### src/rtl/fetch_pkg.sv
// Shared types and constants for the instruction-fetch sequencer.
package fetch_pkg;

  localparam int INSTR_BYTES     = 4;
  localparam int FETCH_BUF_DEPTH = 2;

  typedef enum logic [1:0] {
    ST_RUN   = 2'd0,
    ST_END   = 2'd1,
    ST_FAULT = 2'd2
  } fetch_state_e;

  typedef struct packed {
    logic [31:0] pc;
    logic [31:0] instr;
  } fetch_entry_t;

endpackage

### src/rtl/fetch_buf2.sv
// Two-entry FIFO of {pc, instr} fetch entries; flush wins over push and pop.
module fetch_buf2
  import fetch_pkg::*;
(
  input  logic         clk,
  input  logic         rst_n,
  input  logic         push_i,
  input  logic         pop_i,
  input  logic         flush_i,
  input  fetch_entry_t data_i,
  output logic [1:0]   count_o,
  output fetch_entry_t head_o
);

  fetch_entry_t mem_q [FETCH_BUF_DEPTH];
  logic         wr_ptr_q;
  logic         rd_ptr_q;
  logic [1:0]   count_q;
  logic         push_ok;
  logic         pop_ok;

  assign push_ok = push_i && (count_q != 2'(FETCH_BUF_DEPTH));
  assign pop_ok  = pop_i && (count_q != 2'd0);

  always_ff @(posedge clk or negedge rst_n) begin
    if (!rst_n) begin
      wr_ptr_q <= 1'b0;
      rd_ptr_q <= 1'b0;
      count_q  <= 2'd0;
    end else if (flush_i) begin
      wr_ptr_q <= 1'b0;
      rd_ptr_q <= 1'b0;
      count_q  <= 2'd0;
    end else begin
      if (push_ok) wr_ptr_q <= ~wr_ptr_q;
      if (pop_ok)  rd_ptr_q <= ~rd_ptr_q;
      case ({push_ok, pop_ok})
        2'b10:   count_q <= count_q + 2'd1;
        2'b01:   count_q <= count_q - 2'd1;
        default: count_q <= count_q;
      endcase
    end
  end

  // Payload storage needs no reset; the count qualifies every read.
  always_ff @(posedge clk) begin
    if (push_ok && !flush_i) mem_q[wr_ptr_q] <= data_i;
  end

  assign count_o = count_q;
  assign head_o  = mem_q[rd_ptr_q];

endmodule

### src/rtl/imem_fetch_ctrl.sv
// Instruction-fetch sequencer: PC register, run/end/fault FSM and a 2-entry
// fetch buffer presenting {pc, instr} to decode over valid/ready.
module imem_fetch_ctrl
  import fetch_pkg::*;
#(
  parameter int          IMEM_WORDS = 64,
  parameter logic [31:0] RESET_PC   = 32'h0000_0000
) (
  input  logic        clk,
  input  logic        rst_n,
  output logic [31:0] imem_addr,
  input  logic [31:0] imem_instr,
  input  logic        redirect_valid,
  input  logic [31:0] redirect_pc,
  output logic        out_valid,
  input  logic        out_ready,
  output logic [31:0] out_instr,
  output logic [31:0] out_pc,
  output logic [31:0] out_pc4,
  output logic        halted,
  output logic        fault
);

  localparam logic [31:0] PC_LIMIT = 32'(IMEM_WORDS * INSTR_BYTES);

  fetch_state_e state_q, state_d;
  logic [31:0]  pc_q, pc_d;
  logic [31:0]  hold_pc_q, hold_pc4_q, hold_instr_q;
  logic         push, pop, flush;
  logic [1:0]   count;
  fetch_entry_t head;
  fetch_entry_t entry_in;

  always_ff @(posedge clk or negedge rst_n) begin
    if (!rst_n) begin
      state_q <= ST_RUN;
      pc_q    <= RESET_PC;
    end else begin
      state_q <= state_d;
      pc_q    <= pc_d;
    end
  end

  // Push depends only on count, never on out_ready, so there is no
  // combinational path from decode back to the memory address.
  always_comb begin
    state_d = state_q;
    pc_d    = pc_q;
    push    = 1'b0;
    flush   = 1'b0;
    unique case (state_q)
      ST_RUN, ST_END: begin
        if (redirect_valid) begin
          flush = 1'b1;
          if (redirect_pc[1:0] != 2'b00) begin
            state_d = ST_FAULT;
          end else begin
            pc_d    = redirect_pc;
            state_d = ST_RUN;
          end
        end else if (state_q == ST_RUN) begin
          if (pc_q >= PC_LIMIT) begin
            state_d = ST_END;
          end else if (count != 2'(FETCH_BUF_DEPTH)) begin
            push = 1'b1;
            pc_d = pc_q + 32'(INSTR_BYTES);
          end
        end
      end
      default: ;
    endcase
  end

  assign entry_in = '{pc: pc_q, instr: imem_instr};

  fetch_buf2 u_buf (
    .clk     (clk),
    .rst_n   (rst_n),
    .push_i  (push),
    .pop_i   (pop),
    .flush_i (flush),
    .data_i  (entry_in),
    .count_o (count),
    .head_o  (head)
  );

  // Outputs keep showing the last presented entry while the buffer is empty.
  always_ff @(posedge clk or negedge rst_n) begin
    if (!rst_n) begin
      hold_pc_q    <= '0;
      hold_pc4_q   <= '0;
      hold_instr_q <= '0;
    end else if (count != 2'd0) begin
      hold_pc_q    <= head.pc;
      hold_pc4_q   <= head.pc + 32'(INSTR_BYTES);
      hold_instr_q <= head.instr;
    end
  end

  assign out_valid = (state_q != ST_FAULT) && (count != 2'd0);
  assign pop       = out_valid && out_ready;
  assign out_pc    = out_valid ? head.pc : hold_pc_q;
  assign out_pc4   = out_valid ? head.pc + 32'(INSTR_BYTES) : hold_pc4_q;
  assign out_instr = out_valid ? head.instr : hold_instr_q;
  assign imem_addr = pc_q;
  assign halted    = (state_q == ST_END) && (count == 2'd0);
  assign fault     = (state_q == ST_FAULT);

endmodule

### config.mk
export PLATFORM = sky130hd
export DESIGN_NAME = imem_fetch_ctrl
export DESIGN_NICKNAME = d
export VERILOG_FILES = /design/src/rtl/fetch_pkg.sv /design/src/rtl/fetch_buf2.sv /design/src/rtl/imem_fetch_ctrl.sv
export SDC_FILE = /design/constraint.sdc
export NUM_CORES = 1
export LEC_CHECK = 0
export CORE_MARGIN = 2
export CORE_UTILIZATION = 58
export CTS_CLUSTER_DIAMETER = 60
export DETAILED_ROUTE_END_ITERATION = 10
export PLACE_DENSITY_LB_ADDON = 0.15
export SLEW_MARGIN = 15
export SYNTH_ARGS = -nofsm -noshare
export SYNTH_HDL_FRONTEND = slang
export SYNTH_SLANG_ARGS = --single-unit
### constraint.sdc
create_clock -name clk -period 8.9 [get_ports clk]
set_input_delay 1.78 -clock clk [delete_from_list [all_inputs] [get_ports clk]]
set_output_delay 1.78 -clock clk [all_outputs]
set_load 0.02 [all_outputs]
Yosys cells after proc, flatten, opt, wreduce, memory -nomap -nowiden

Memories as Yosys holds them, arrays and structs flattened.
Cells that the tools add are included.

Add/sub/neg operators: 4
$lt $le $gt $ge: 1
Eq/ne operators: 8
Mux-type cells: 27
Bitwise operators: 2
Reduce and logical (&&, ||, !) cells: 20

Operator list:

| operator              | number |
|---|---|
| $mux 32               | 8 |
| $add 32x3->32 const B | 2 |
| $ge 32x9->1 const B   | 1 |
| $reduce_bool 2->1     | 7 |
| $mux 1                | 13 |
| $mux 2                | 5 |
| $ne 2x2->1 const B    | 4 |
| $logic_and 1x1->1     | 6 |
| $reduce_and 5->1      | 1 |
| $eq 2x1->1 const B    | 2 |
| $eq 2x2->1 const B    | 2 |
| $logic_not 2->1       | 2 |
| $pmux 2 s2            | 1 |
| $reduce_and 3->1      | 1 |
| $reduce_bool 3->1     | 1 |
| $add 2x1->2 const B   | 1 |
| $not 1->1             | 2 |
| $reduce_or 2->1       | 1 |
| $sub 2x1->2 const B   | 1 |
| $logic_not 1->1       | 1 |

Bits in registers: 134
RAM bits: 128
Input port bits: 68
Output and inout port bits: 131
Memories kept: 1

Memory list:

| name        | words | bits a word | rd ports | clocked after Yosys merged registers in | wr ports | RTL line         | source |
|---|---|---|---|---|---|---|---|
| u_buf.mem_q | 2     | 64          | 1        | 0                                       | 1        | fetch_buf2.sv:15 | `fetch_entry_t mem_q [FETCH_BUF_DEPTH];` |

Logic depth before layout (Yosys ltp)

Word-level depth: 10
Gate-level depth with buffers: 12
Mapped depth without buffers: 7

Cells and area by module

A second synthesis with hierarchy kept.

Cells, all modules: 1179
Area total of the unflattened synthesis: 11865.1 µm²

Modules (own cells, without submodules):

| module          | times used | cells an instance | area an instance (µm²) | seq. area each (µm²) |
|---|---|---|---|---|
| imem_fetch_ctrl | 1          | 955               | 7025.5                 | 3203.1 |
| fetch_buf2      | 1          | 224               | 4839.6                 | 3943.8 |

Worst setup path after synthesis

OpenSTA, ideal clock, no wires.

Path type: input to register
Start point: in redirect_valid
End point: mem u_buf.mem_q[0][0] in the netlist's numbering (enable)
Arrival time: 4.815 ns
Path slack: 3.598 ns
Stages: 4
Buffers on the path: 1
Cell sequence: clkbuf_1 nor2_1 nand2_1 nor2_1

Longest elaborated chain between the ends: 6

Ends and longest elaborated chain:

| what                                                 | RTL line                           | source |
|---|---|---|
| start: declaration                                   | imem_fetch_ctrl.sv:13              | `input logic redirect_valid,` |
| $mux 1                                               | imem_fetch_ctrl.sv:53              | `if (redirect_valid) begin` |
| $mux 1                                               | imem_fetch_ctrl.sv:51              | `unique case (state_q)` |
| $logic_and 1x1->1 or $logic_not 1->1 (tied branches) | fetch_buf2.sv:22, fetch_buf2.sv:47 |  |
| $logic_and 1x1->1 *                                  | fetch_buf2.sv:47                   | `if (push_ok && !flush_i) mem_q[wr_ptr_q] <= data_i;` |
| $mux 1 *                                             | fetch_buf2.sv:47                   |  |
| $mux 1 (implied by the code) *                       | fetch_buf2.sv:47                   |  |
| end: declaration                                     | fetch_buf2.sv:15                   |  |

Mark *: on every way between the ends. The rest lies on a longest branch, timed or not.

==> summary.txt <==
Min path
  • HP Class: reg2reg
  • Hold Startpoint: hold_pc4_q[27]$_DFFE_PN0P_

Critical path
  • Setup crit start kind: flop
  • CP Capture Type: output pin
  • Worst stage delay on the critical path: 910 ps
  • WP buf/inv: 1
  • CP top delay family: flip-flops
  • Critical path class: reg2out
  • FF-to-FF Start: imem_addr[15]$_DFFE_PN0P_
  • Critical Path, Cell by Cell: mux2_2 > ha_1 > nor3b_4 > nand4_4 > o31a_1 > o31ai_1 > clkdlybuf4s50_1
  • WP data required: 7120 ps
  • Setup crit start: u_buf.rd_ptr_q$_DFFE_PN0P_
  • Worst-path fanout max: 61
  • WP data arrival: 4120 ps
  • Crit-path slowest cell: dfrtp_4

Job
  • Max cap viols: 0

Floorplanning
  • Core area: 20100 sq um
  • Row count: 52
  • Initial Utilization: 0.589
  • Full die area: 21600 sq um
  • Top Ports: 199
  • Chip Height: 147 um
  • Die Wd: 147 um

Routing
  • Via density: 5.78
  • Drt first pass iters: 5
  • Post-DR wirelength/cell: 18.3 um
  • Total number of vias: 8716
  • Number of DRC markers in iteration 0: 660
  • Total Wirelength: 27700 um
  • ANT nets after route: 0
  • # DRC: 0

GRT
  • First-pass GRT wire length: 43800 um
  • Grt total ovfl: 0
  • Vias in the first global route: 8342
  • Total GRT Usage: 0.255
  • Initial antenna violation count: 0
  • Largest net degree at the start of global routing: 115

Logic synthesis
  • Yosys cell types: 64
  • Mux cell area share after synthesis: 0.0837
  • Post-Synth Adder-Cell Area: 0.00317
  • Cells after Synth: 1049
  • XOR/XNOR Fraction of Synth Area: 0.0141
  • Register area share after synthesis: 0.604
  • Yosys warning count: 0
  • Area of the mapped netlist: 11800 sq um
  • Avg Cell Area, Syn: 11.3 sq um
  • Simple logic cell fraction of the synthesized area: 0.149
  • Synth Register Bits: 260
  • Share of async-settable or async-resettable flops after synthesis: 0.508
  • Biggest area consumer among synthesized cells: edfxtp_1
  • Synth Net Count: 1120
  • Count leader, synth: nand2_1
  • Post-synth EDFFs: 128
  • Compound-gate portion of the synthesized area: 0.117
  • Post-synth top flop: dfrtp_1
  • Commonest cells post-synth: nand2_1 (174), dfrtp_1 (132), edfxtp_1 (128)
  • Main combinational cell family by area after synthesis: simple AND/OR/NAND/NOR gates
  • Synth area leaders: edfxtp_1 (32%), dfrtp_1 (28%), mux2i_1 (5.7%), nand2_1 (5.5%), o21ai_0 (3.4%)
  • Top-area cell type share of the netlist area: 0.325

Layout
  • Layout cells sized above 1: 0.0807
  • Fin nets: 1290
  • Syn-to-layout area delta: 25.0%
  • Fill count: 1328
  • Diode count: 0

Timing
  • Post-route minimum period: 5900 ps
  • Unrepaired setup endpoints after global routing: false
  • Clk_skew: 13.6 ps
  • Setup TNS: 0 ps
  • Fmax: 169 MHz
  • Final hold violation count: 0
  • WHS: 477 ps
  • Slew @ Worst Pin: 1020 ps
  • Relative slew slack: 0.319
  • Pins Over Slew Limit: 0
  • Final Setup Violations: 0
  • Period utilisation layout: 0.663

CTS
  • Cts hold-fix bufs: 0
  • Clock latency on the worst-skew pair: 530 ps
  • Post-CTS setup buffers: 0
  • Root buffer cell: clkbuf_16
  • Sink Count: 260
  • Clock-pin slew on the worst setup and hold paths: 60 ps
  • CTS tree: yes
  • CTS Buf Count: 26
  • Htree depth: 1
  • Resized Gates After CTS: 0
  • Clock Path Buffers: 3

Placement
  • Number of port buffers: 198
  • Placer Congestion: 0.797
  • Final HPWL DP: 18400 um

Power
  • Peak VDD IR: 238 uV
  • PwrDens: 345 nW/um^2
  • Leak pwr: 5.83 nW

Status
  • Status: complete, no violations
registers in the layout, indices dropped and copies added (netlist names):
register / flops
state_q: 2
u_buf.wr_ptr_q: 1
imem_addr: 32
u_buf.count_o: 2
hold_pc4_q: 30
u_buf.rd_ptr_q: 1
hold_pc_q: 32
u_buf.mem_q: 128
hold_instr_q: 32
where the power goes:
part           leakage (nW)  internal (mW)  switching, mW
combinational          2.67           1.02           1.30
clock                 0.430          0.646          0.442
sequential             2.73           1.51          0.197
total                  5.83           3.17           1.94
cell families after synthesis:
group / Yosys count
AOI/OAI and AO/OA: 226
xor gates and xnor gates: 19
muxes: 95
adders and majority gates: 3
DFF: 260
and+or+nand+nor: 374
buffers and inverters: 72
area by class of cell:
class                   count  area [sq um]  share of cell area
clock buffers              36           748              0.0505
clock inverters            12           125             0.00845
inverters                   8          30.0             0.00203
multi-input cells         717          4370               0.295
flip-flops and latches    260          7150               0.483
well taps                 270           338              0.0228
repair buffers            206          2040               0.138
final timing paths:
path / to / slack [ps] / cells after the start
max: out_pc4[28] / 3000 / 7
min: hold_pc4_q[27]$_DFFE_PN0P_ / 480 / 2
max reg2reg: u_buf.mem_q[0][3]$_DFFE_PP_ / 5440 / 6
min reg2reg: hold_pc4_q[27]$_DFFE_PN0P_ / 480 / 2
max in group asynchronous: u_buf.rd_ptr_q$_DFFE_PN0P_ / 6250 / 2
min in group asynchronous: hold_pc_q[17]$_DFFE_PN0P_ / 1260 / 1
per-layer routing:
metal / global-route usage / up-vias / share of wire
met5: 0 / - / 0
met1: 0.360 / 4227 / 0.43
li1: - / 4137 / -
met2: 0.416 / 313 / 0.48
met3: 0.0419 / 39 / 0.067
met4: 0.0723 / 0 / 0.022
tightest hold or removal path: stages, from the launching register on:
cell and delay, ps:
dfrtp_1 340, nand2_1 50, o31ai_1 50
through the flow:
step                 util  std cells  cell area (sq um)  total power [mW]  setup slack (ps)
detailed placement  0.693       1461              13900              4.04              3570
CTS                 0.736       1509              14800              5.14              3000
global route        0.736       1509              14800              5.39              2760
finish              0.736       1509              14800              5.11              3000
global placement    0.693       1461              13900              3.98              3620
floorplan               -       1049              11800              3.11              3600
layout by cell type (no fill, tap or decap), drive strengths merged, types with 16 or more instances in the layout:
cell type,n
clkdlybuf4s50,197
xor2,16
o21ai,81
nand2,174
dfrtp,132
nor2,91
o31ai,18
nand3,27
nand4,16
mux2i,69
edfxtp,128
mux2,26
clkbuf,36
a21oi,71
Note: power is estimated with default switching activity, not from simulation.
